--- config.mk ---
export PLATFORM = sky130hd
export DESIGN_NAME = acc_stack
export DESIGN_NICKNAME = d
export VERILOG_FILES = /design/src/rtl/acc_stack.sv
export SDC_FILE = /design/constraint.sdc
export NUM_CORES = 1
export LEC_CHECK = 0
export BUFFER_PORTS_ARGS = -buffer_cell sky130_fd_sc_hd__buf_2
export CORE_ASPECT_RATIO = 0.9
export CORE_MARGIN = 4
export CORE_UTILIZATION = 49
export CTS_BUF_LIST = sky130_fd_sc_hd__clkbuf_4
export CTS_CLUSTER_DIAMETER = 150
export DETAILED_ROUTE_END_ITERATION = 8
export GPL_TIMING_DRIVEN = 0
export HOLD_SLACK_MARGIN = 0.02
export PLACE_DENSITY = 0.73
export SETUP_SLACK_MARGIN = 0.05
export SLEW_MARGIN = 20
export SYNTH_ARGS = -nofsm -noshare
export SYNTH_HDL_FRONTEND = slang
export SYNTH_SLANG_ARGS = --single-unit
--- constraint.sdc ---
create_clock -name clk -period 2.5 [get_ports clk]
set_input_delay 0.25 -clock clk [delete_from_list [all_inputs] [get_ports clk]]
set_output_delay 0.25 -clock clk [all_outputs]
set_load 0.05 [all_outputs]
--- src/rtl/acc_stack.sv ---
// -----------------------------------------------------------------------------
// acc_stack
// Registered accumulator that loads from one of NSRC source buses. It has a
// DEPTH-entry LIFO so the accumulator can be saved and restored without using
// the register file.
//
// Ports
//   clk        rising-edge clock
//   rst_n      asynchronous active-low reset
//   src_data   packed sources, source i at [i*WIDTH +: WIDTH]
//   src_sel    source select for a load
//   wr_en      load accumulator from selected source
//   push       save accumulator onto the stack
//   pop        restore accumulator from the stack
//   clr_err    clear sticky error flags (a same-cycle new error wins)
//   acc_out    registered accumulator
//   stack_cnt  number of entries currently on the stack
//   full       stack_cnt == DEPTH
//   empty      stack_cnt == 0
//   zero       acc_out == 0
//   err_ovf    sticky: push attempted while full
//   err_unf    sticky: pop attempted while empty
// -----------------------------------------------------------------------------
module acc_stack #(
    parameter int               WIDTH     = 8,
    parameter int               NSRC      = 4,
    parameter int               DEPTH     = 4,
    parameter logic [WIDTH-1:0] RESET_VAL = '0
) (
    input  logic                       clk,
    input  logic                       rst_n,
    input  logic [NSRC*WIDTH-1:0]      src_data,
    input  logic [$clog2(NSRC)-1:0]    src_sel,
    input  logic                       wr_en,
    input  logic                       push,
    input  logic                       pop,
    input  logic                       clr_err,
    output logic [WIDTH-1:0]           acc_out,
    output logic [$clog2(DEPTH+1)-1:0] stack_cnt,
    output logic                       full,
    output logic                       empty,
    output logic                       zero,
    output logic                       err_ovf,
    output logic                       err_unf
);

    localparam int SEL_W = $clog2(NSRC);
    localparam int CNT_W = $clog2(DEPTH + 1);
    localparam int IDX_W = (DEPTH > 1) ? $clog2(DEPTH) : 1;

    // Source buses unpacked into an array for the load mux.
    logic [WIDTH-1:0] src_arr [NSRC];

    for (genvar gi = 0; gi < NSRC; gi++) begin : g_src
        assign src_arr[gi] = src_data[gi*WIDTH +: WIDTH];
    end

    // Load mux. A select beyond NSRC-1 (non-power-of-2 NSRC) matches no
    // source, so wr_en is dropped for that cycle.
    logic [WIDTH-1:0] load_val;
    logic             sel_valid;

    always_comb begin
        load_val  = '0;
        sel_valid = 1'b0;
        for (int i = 0; i < NSRC; i++) begin
            if (src_sel == SEL_W'(i)) begin
                load_val  = src_arr[i];
                sel_valid = 1'b1;
            end
        end
    end

    // State
    logic [WIDTH-1:0] acc_reg, acc_next;
    logic [CNT_W-1:0] cnt_reg, cnt_next;
    logic             ovf_reg, ovf_next;
    logic             unf_reg, unf_next;

    logic [WIDTH-1:0] stack_mem [DEPTH];
    logic             mem_we;
    logic [IDX_W-1:0] mem_waddr;
    logic [WIDTH-1:0] mem_wdata;

    logic             full_int;
    logic             empty_int;
    logic [IDX_W-1:0] top_idx;
    logic [WIDTH-1:0] top_val;
    logic             wr_eff;

    assign full_int  = (cnt_reg == CNT_W'(DEPTH));
    assign empty_int = (cnt_reg == '0);
    // Only meaningful when the stack is not empty.
    assign top_idx   = IDX_W'(cnt_reg - CNT_W'(1));
    assign top_val   = stack_mem[top_idx];
    // A load with an out-of-range select behaves as if wr_en were low.
    assign wr_eff    = wr_en & sel_valid;

    always_comb begin
        acc_next  = acc_reg;
        cnt_next  = cnt_reg;
        // Clear first, so an error raised this cycle overrides clr_err.
        ovf_next  = ovf_reg & ~clr_err;
        unf_next  = unf_reg & ~clr_err;
        mem_we    = 1'b0;
        mem_waddr = cnt_reg[IDX_W-1:0];
        mem_wdata = acc_reg;

        unique casez ({push, pop, wr_eff})
            3'b001: acc_next = load_val;
            3'b100, 3'b101: begin
                // Push (save) uses the old accumulator. On 101 the load
                // happens even when the push is refused.
                if (!full_int) begin
                    mem_we   = 1'b1;
                    cnt_next = cnt_reg + CNT_W'(1);
                end else begin
                    ovf_next = 1'b1;
                end
                if (wr_eff) acc_next = load_val;
            end
            3'b010: begin
                if (!empty_int) begin
                    acc_next = top_val;
                    cnt_next = cnt_reg - CNT_W'(1);
                end else begin
                    unf_next = 1'b1;
                end
            end
            3'b011: begin
                // Discard the top and load.
                acc_next = load_val;
                if (!empty_int) cnt_next = cnt_reg - CNT_W'(1);
                else            unf_next = 1'b1;
            end
            3'b11?: begin
                // Swap accumulator with the top entry; wr_en is ignored.
                if (!empty_int) begin
                    acc_next  = top_val;
                    mem_we    = 1'b1;
                    mem_waddr = top_idx;
                end else begin
                    unf_next = 1'b1;
                end
            end
            default: ;
        endcase
    end

    always_ff @(posedge clk or negedge rst_n) begin
        if (!rst_n) begin
            acc_reg <= RESET_VAL;
            cnt_reg <= '0;
            ovf_reg <= 1'b0;
            unf_reg <= 1'b0;
        end else begin
            acc_reg <= acc_next;
            cnt_reg <= cnt_next;
            ovf_reg <= ovf_next;
            unf_reg <= unf_next;
        end
    end

    // The stack storage is not reset. Zeroing cnt_reg is enough to make old
    // entries unreachable.
    always_ff @(posedge clk) begin
        if (mem_we) stack_mem[mem_waddr] <= mem_wdata;
    end

    assign acc_out   = acc_reg;
    assign stack_cnt = cnt_reg;
    assign full      = full_int;
    assign empty     = empty_int;
    assign zero      = (acc_reg == '0);
    assign err_ovf   = ovf_reg;
    assign err_unf   = unf_reg;

endmodule
==> results of run 1 <==
==> final cells by class <==
class | count | area [µm²] | share of cell area, %
plain buffers | 3 | 33.78 | 1.264
clock buffers | 5 | 37.54 | 1.404
clock inverters | 3 | 17.52 | 0.6554
inverters | 6 | 22.52 | 0.8427
multi-input cells | 69 | 923.4 | 34.55
flip-flops and latches | 45 | 1287 | 48.17
well taps | 60 | 75.07 | 2.809
repair buffers | 54 | 275.3 | 10.30
==> worst min path at each step <==
stage	startpoint	endpoint	slack [ps]	depth (start not counted)
after floorplan	rst_n	acc_out[0]	-50	0
after global placement	rst_n	stack_cnt[1]	160	1
after CTS	pop	err_unf	200	2
final	pop	err_unf	210	2
after detailed placement	rst_n	stack_cnt[1]	170	1
after global routing	pop	err_unf	200	2
==> state kept, by name (all words and copies together), names as in the netlist <==
| name | count |
|---|---|
| acc_out | 8 |
| err_unf | 1 |
| stack_mem | 32 |
| err_ovf | 1 |
| stack_cnt | 3 |
==> cell usage after synthesis, drive strengths merged <==
cell / n / area [µm²]
nand2b: 1 / 6.260
o2bb2ai: 1 / 15.01
inv: 6 / 22.52
o21ai: 2 / 10.01
edfxtp: 32 / 960.9
buf: 3 / 30.03
or4: 2 / 15.01
mux2i: 1 / 10.01
a22o: 2 / 17.52
nand2: 2 / 7.510
mux2: 21 / 266.5
nor2: 6 / 22.52
a21oi: 4 / 31.28
clkbuf: 1 / 3.750
dfrtp: 13 / 325.3
xor2: 1 / 8.760
xnor2: 2 / 17.52
ha: 6 / 75.07
nor2b: 1 / 6.260
mux4: 16 / 360.4
and2: 1 / 6.260
==> per-layer routing <==
| layer | global-route usage, % | share of wire (%) | vias to the layer above |
|---|---|---|---|
| met4 | 6.107 | 1.7 | 0 |
| met1 | 20.47 | 40 | 665 |
| met2 | 31.76 | 56 | 23 |
| met5 | 0 | 0 | - |
| met3 | 4.271 | 2.9 | 9 |
| li1 | - | - | 609 |
==> repair_timing <==
item	4_1_cts	5_1_grt
endpoints found under the hold margin	13	0
hold buffers	1	0
resized for setup	1	1
endpoints found under the setup margin	23	8
setup buffers	0	0
==> logic make-up after synthesis <==
| group | Yosys count | share of synthesized area [%] |
|---|---|---|
| xor+xnor | 3 | 1.185 |
| simple gates | 13 | 2.877 |
| fa+ha+maj | 6 | 3.384 |
| buf+inv | 10 | 2.538 |
| mux | 38 | 28.71 |
| flops | 45 | 57.98 |
| compound gates | 9 | 3.328 |
==> power by group <==
| part | internal, mW | total (mW) | switching [mW] |
|---|---|---|---|
| Sequential | 1.12 | 1.29 | 0.175 |
| Combinational | 0.633 | 1.56 | 0.923 |
| Clock | 0.106 | 0.335 | 0.229 |
==> critical path: stages, from the launching register on <==
cell	delay, ps
dfrtp_2	450
buf_8	160
inv_2	110
ha_2	220
nor2b_4	190
o21ai_0	190
mux2_2	370
nor2_4	300
==> summary.md, run 1 <==
| Metric | Value |
|---|---|
| Die ar. | `5669 µm²` |
| Outcome | `finished, final reports clean` |
| Most common cell after layout, fill and taps aside | `buf_2` |
| CTS Root Cell | `clkbuf_4` |
| # rows | `22` |
| Die W | `78.93 µm` |
| Dpl cells | `237` |
| Clk_skew | `14.68 ps` |
| Io pins | `56` |
| CP arrival | `2350 ps` |
| Crit-path max FO | `10` |
| DP Worst Slack | `-125.2 ps` |
| Cell count after synthesis | `124` |
| Startpoint Class | `register` |
| Tcrit/Tclk final | `92.82%` |
| Total number of vias | `1,306` |
| Crit path to | `stack_mem[2][5]` |
| Pins over their slew limit | `0` |
| Power Dens Cells | `1192 nW/µm²` |
| Fillers | `343` |
| Post-route insts no fill | `245` |
| Most frequent cells in the layout | `buf_2 (53), edfxtp_1 (32), mux4_2 (16), mux2_2 (12), dfrtp_1 (12)` |
| Design Power | `3.186 mW` |
| WS Path Type | `register to register` |
| RePlAce Congestion | `0.7014` |
| Critical Path End Type | `register` |
| Num CTS Buffers | `5` |
| Unique masters post-synth | `26` |
| Worst-skew pair later-pin latency | `350 ps` |
| Design area | `2673 µm²` |
| Number of global-route vias before repair | `1,424` |
| Core footprint | `4212 µm²` |
| Initial Util | `52.67%` |
| Maximum operating frequency | `430.9 MHz` |
| H-Tree Depth | `2` |
| Gr usage total | `17.57%` |
| Gr ovfl total | `0` |
| Worst r2r path cells | `7` |
| Port Buffers | `53` |
| Share of cells above drive strength 1 | `60.54%` |
| Syn avg cell area | `17.89 µm²` |
| Total of max-cap violations | `0` |
| Warnings, synthesis | `0` |
| Vias per Instance | `5.331` |
| First-pass GRT wire length | `7189 µm` |
| Worst slew margin | `53.96%` |
| Post-place instance area | `2601 µm²` |
| DRT Pass-1 Iters | `4` |
| Final core occ | `63.46%` |
| DRT antenna net count | `0` |
| Setup violators final | `0` |
| Flops & latches, synth | `45` |
| Initial DRC Count | `34` |
| Flop2flop setup slack | `180 ps` |
| Critical Path RT | `2530 ps` |
| Worst R2R End | `stack_mem[2][5]` |
| CTS tree | `yes` |
| Clock Sinks | `45` |
| Final hold vios | `0` |
| Antenna violations before repair | `0` |
| Area Growth Syn to Fin | `20.47%` |
| DRC violations left | `0` |
| Final min period | `2321 ps` |
| LEAKAGE | `1.076 nW` |
| CP startpoint | `stack_cnt[0]` |
| Clk buf depth | `2` |
| Setup total negative slack | `0 ps` |
| RSZ-0062 raised after global routing | `false` |
| Largest net degree at the start of global routing | `15` |
| Antenna cells | `0` |
| Avg WL per Cell | `18.93 µm` |
| Mapped Nets | `170` |
| Routed wire length | `4638 µm` |
| Nets | `230` |
| Detailed Place HPWL | `3461 µm` |
| Synthesized cell area | `2218 µm²` |
| Max rail drop VDD | `0.0006914 V` |
| Setup WS post-layout | `179.4 ps` |
| Worst r2r src | `stack_cnt[0]` |
| Fin Hold WS | `213.7 ps` |
| Die Ht | `71.83 µm` |
| CTS clock-pin slew for the worst setup and hold paths | `130 ps` |
| Register area share after synthesis | `57.98%` |
| Slew of the pin with the lowest slew margin | `686.6 ps` |
| HP Class | `input port to register` |
(Power assumes the default switching activity.)
==> run 2: changes to the inputs <==
--- a/config.mk
+++ b/config.mk
@@ -5,16 +5,17 @@
 export SDC_FILE = /design/constraint.sdc
 export NUM_CORES = 1
 export LEC_CHECK = 0
+export ABC_AREA = 1
 export BUFFER_PORTS_ARGS = -buffer_cell sky130_fd_sc_hd__buf_2
 export CORE_ASPECT_RATIO = 0.9
 export CORE_MARGIN = 4
-export CORE_UTILIZATION = 49
+export CORE_UTILIZATION = 50
 export CTS_BUF_LIST = sky130_fd_sc_hd__clkbuf_4
 export CTS_CLUSTER_DIAMETER = 150
 export DETAILED_ROUTE_END_ITERATION = 8
 export GPL_TIMING_DRIVEN = 0
 export HOLD_SLACK_MARGIN = 0.02
-export PLACE_DENSITY = 0.73
+export PLACE_DENSITY = 0.74
 export SETUP_SLACK_MARGIN = 0.05
 export SLEW_MARGIN = 20
 export SYNTH_ARGS = -nofsm -noshare
==> run 2 against run 1 <==
Net effect: clock power increased by 31%; first-iteration DRC count increased to 2.6 times the previous value; sequential cell count unchanged; area after synthesis increased by 8.1%; critical endpoint is now stack_mem[1][4].
==> summary.md, run 2 <==
| Metric | Value |
|---|---|
| Die W | `81.01 µm (was 78.93 µm)` |
| Gr ovfl total | `0 (unchanged)` |
| Detailed Place HPWL | `3788 µm (was 3461 µm)` |
| Die ar. | `5970 µm² (was 5669 µm²)` |
| Gr usage total | `18.15% (was 17.57%)` |
| CTS Root Cell | `clkbuf_4 (unchanged)` |
| Pins over their slew limit | `0 (unchanged)` |
| Port Buffers | `55 (was 53)` |
| Most used DFF post-synth | `edfxtp_1 (unchanged)` |
| Synth top cells by count | `nand2_1 (95), edfxtp_1 (32), nand3_1 (32), inv_1 (25), nor2_1 (22) (was edfxtp_1 (32), mux4_2 (16), dfrtp_1 (13), mux2_2 (11), mux2_4 (8))` |
| Initial DRC Count | `88 (was 34)` |
| Io pins | `56 (unchanged)` |
| Most frequent cells in the layout | `nand2_1 (95), buf_2 (57), nand3_1 (32), edfxtp_1 (32), inv_1 (25) (was buf_2 (53), edfxtp_1 (32), mux4_2 (16), mux2_2 (12), dfrtp_1 (12))` |
| RePlAce Congestion | `0.8185 (was 0.7014)` |
| Area contributors post-synth | `edfxtp_1 (40%), nand2_1 (15%), dfrtp_1 (14%), nand3_1 (6.7%), inv_1 (3.9%) (was edfxtp_1 (43%), mux4_2 (16%), dfrtp_1 (15%), mux2_2 (5.6%), mux2_4 (5.4%))` |
| Largest net degree at the start of global routing | `15 (unchanged)` |
| Die Ht | `73.71 µm (was 71.83 µm)` |
| Number of global-route vias before repair | `1,835 (was 1,424)` |
| Crit-path max FO | `11 (was 10)` |
| WS Path Type | `register to register (unchanged)` |
| Fillers | `405 (was 343)` |
| Nets | `381 (was 230)` |
| Warnings, synthesis | `0 (unchanged)` |
| P_int | `1.787 mW (was 1.859 mW)` |
| Slew of the pin with the lowest slew margin | `514.1 ps (was 686.6 ps)` |
| Worst Hold Launch | `clr_err (was pop)` |
| Cell count after synthesis | `273 (was 124)` |
| Critical Path End Type | `register (unchanged)` |
| Most common cell after layout, fill and taps aside | `nand2_1 (was buf_2)` |
| Antenna violations before repair | `0 (unchanged)` |
| Yosys top cell area share | `40.06% (was 43.32%)` |
| Synthesized cell area | `2399 µm² (was 2218 µm²)` |
| DRT antenna net count | `0 (unchanged)` |
| Hold Path Depth | `2 (unchanged)` |
| Synth area leader | `edfxtp_1 (unchanged)` |
| First-pass GRT wire length | `8252 µm (was 7189 µm)` |
| Outcome | `finished, final reports clean (unchanged)` |
| Core footprint | `4547 µm² (was 4212 µm²)` |
| Post-synthesis async set-or-reset flop share | `28.89% (unchanged)` |
| DRC violations left | `0 (unchanged)` |
| Worst slew margin | `65.60% (was 53.96%)` |
| CTS clock-pin slew for the worst setup and hold paths | `130 ps (about the same)` |
| Fin Hold WS | `70.30 ps (was 213.7 ps)` |
| Clk_skew | `5.274 ps (was 14.68 ps)` |
| Vias per Instance | `4.864 (was 5.331)` |
| Mapped Nets | `319 (was 170)` |
| Antenna cells | `0 (unchanged)` |
| Post-CTS setup buffer count | `0 (unchanged)` |
| Switching Share | `46.35% (was 41.66%)` |
| Num CTS Buffers | `5 (unchanged)` |
| Design Power | `3.332 mW (was 3.186 mW)` |
| Unique masters post-synth | `30 (was 26)` |
| RSZ-0062 raised after global routing | `false (unchanged)` |
| Share of cells above drive strength 1 | `26.79% (was 60.54%)` |
| # rows | `23 (was 22)` |
| Startpoint Class | `register (unchanged)` |
| Largest reg by FF count | `stack_mem (unchanged)` |
| Max reg flops | `32 (unchanged)` |
| Clock Sinks | `45 (unchanged)` |
| Initial Util | `52.75% (was 52.67%)` |
| Logic pwr share | `48.5% (was 48.8%)` |
| Avg WL per Cell | `12.51 µm (was 18.93 µm)` |
| Max rail drop VDD | `0.0007348 V (was 0.0006914 V)` |
| Total number of vias | `1,936 (was 1,306)` |
| CP arrival | `2390 ps (was 2350 ps)` |
| Worst r2r src | `stack_cnt[0] (unchanged)` |
| Worst-skew pair later-pin latency | `350 ps (about the same)` |
| Critical Path RT | `2550 ps (was 2530 ps)` |
| Maximum operating frequency | `426.2 MHz (was 430.9 MHz)` |
| Tcrit/Tclk final | `93.85% (was 92.82%)` |
| Post-route insts no fill | `398 (was 245)` |
| Routed wire length | `4979 µm (was 4638 µm)` |
| Worst r2r path cells | `10 (was 7)` |
| CTS tree | `yes (unchanged)` |
| Switch Pwr | `1.544 mW (was 1.327 mW)` |
| LEAKAGE | `1.375 nW (was 1.076 nW)` |
| Register area share after synthesis | `53.63% (was 57.98%)` |
| Total of max-cap violations | `0 (unchanged)` |
| Clock power share | `13.2% (was 10.5%)` |
| Syn avg cell area | `8.786 µm² (was 17.89 µm²)` |
| Flop2flop setup slack | `150 ps (was 180 ps)` |
| Clk buf depth | `2 (unchanged)` |
| Flops & latches, synth | `45 (unchanged)` |
| Final min period | `2346 ps (was 2321 ps)` |
| Seq pwr share | `38.3% (was 40.6%)` |
| Dpl cells | `390 (was 237)` |
| Final hold vios | `0 (unchanged)` |
| HP Class | `input port to register (unchanged)` |
| Hold Path Sink | `err_unf (unchanged)` |
| Setup violators final | `0 (unchanged)` |
| Area Growth Syn to Fin | `20.24% (was 20.47%)` |
| Post-synth EDFFs | `32 (unchanged)` |
| Worst R2R End | `stack_mem[1][4] (was stack_mem[2][5])` |
| Power Dens Cells | `1155 nW/µm² (was 1192 nW/µm²)` |
| H-Tree Depth | `2 (unchanged)` |
| Count leader, synth | `nand2_1 (was edfxtp_1)` |
| DRT Pass-1 Iters | `4 (unchanged)` |
run 2: cell types whose count changed after synthesis, moves of 3 or more:
cell     delta
a21oi_1     -3
buf_4       +3
inv_1      +20
mux2_2     -11
mux2_4      -8
mux4_2     -16
nand2_1    +93
nand2_2     +3
nand3_1    +32
nor2_1     +16
o21ai_0    +10
run 2: worst max path at each step:
stage / from / end / slack (ps) / depth (start not counted)
2_1_floorplan: stack_cnt[0] / stack_mem[1][0] / 130 / 10
3_3_place_gp: stack_cnt[0] / stack_mem[1][7] / 30 / 10
3_5_place_dp: stack_cnt[0] / stack_mem[1][7] / -30 / 10
4_1_cts: stack_cnt[0] / stack_mem[1][6] / 70 / 10
5_1_grt: stack_cnt[0] / stack_mem[1][2] / 50 / 10
6_report: stack_cnt[0] / stack_mem[1][4] / 150 / 10
run 2: timing repair:
action | CTS | global route
pin swaps | 0 | 2
endpoints found under the setup margin | 24 | 32
gates resized for setup | 4 | 4
hold endpoints to repair | 13 | 0
hold buffers | 1 | 0
run 2: critical path, cell delays in order (launching register included):
cell	delay [ps]
dfrtp_2	430
buf_4	180
inv_8	110
buf_8	140
ha_1	180
inv_1	90
o21ai_4	260
nand2_1	100
o21ai_0	90
nand2_1	170
nor2_4	280
run 2: final cells by class:
type / count / area [µm²] / share of cell area [%]
flip-flops and latches: 45 / 1287 / 44.64
multi-input cells: 191 / 983.4 / 34.10
repair buffers: 56 / 285.3 / 9.892
inverters: 30 / 123.9 / 4.295
well taps: 62 / 77.57 / 2.690
plain buffers: 6 / 47.55 / 1.649
clock inverters: 3 / 41.29 / 1.432
clock buffers: 5 / 37.54 / 1.302
run 2: per-stage QoR:
stage	setup TNS, ps	instance area (µm²)	setup slack, ps	utilization, %
CTS	0	2872	67.39	63.15
detailed placement	-246.8	2763	-31.42	60.76
global route	0	2884	51.87	63.43
finish	0	2884	153.6	63.43
global placement	0	2763	25.25	60.76
floorplan	0	2410	127.9	-
run 2: cell families (layout without fill, tap and decap cells):
kind of cell	count (synthesis)	after routing	synth area share, %
compound gates	18	18	4.643
flops	45	45	53.63
fa+ha+maj	6	6	3.130
buf+inv	37	100	7.094
xor+xnor	5	5	2.139
simple gates	162	162	29.37
run 2: per-layer routing:
metal  global-route usage, %  part of all wire [%]  wire (µm)
met1                   23.91                    46       2273
met2                   30.08                    48       2389
met3                   4.167                   5.5        273
met4                   5.066                  0.86         43
met5                       0                     0          0
run 2: power by group through the flow:
stage | Combinational (mW) | Sequential [mW] | Clock, mW
3_3_place_gp | 1.56 | 1.29 | 0
5_1_grt | 1.78 | 1.31 | 0.476
4_1_cts | 1.63 | 1.28 | 0.442
2_1_floorplan | 0.900 | 1.57 | 0
3_5_place_dp | 1.59 | 1.30 | 0
6_report | 1.61 | 1.28 | 0.440
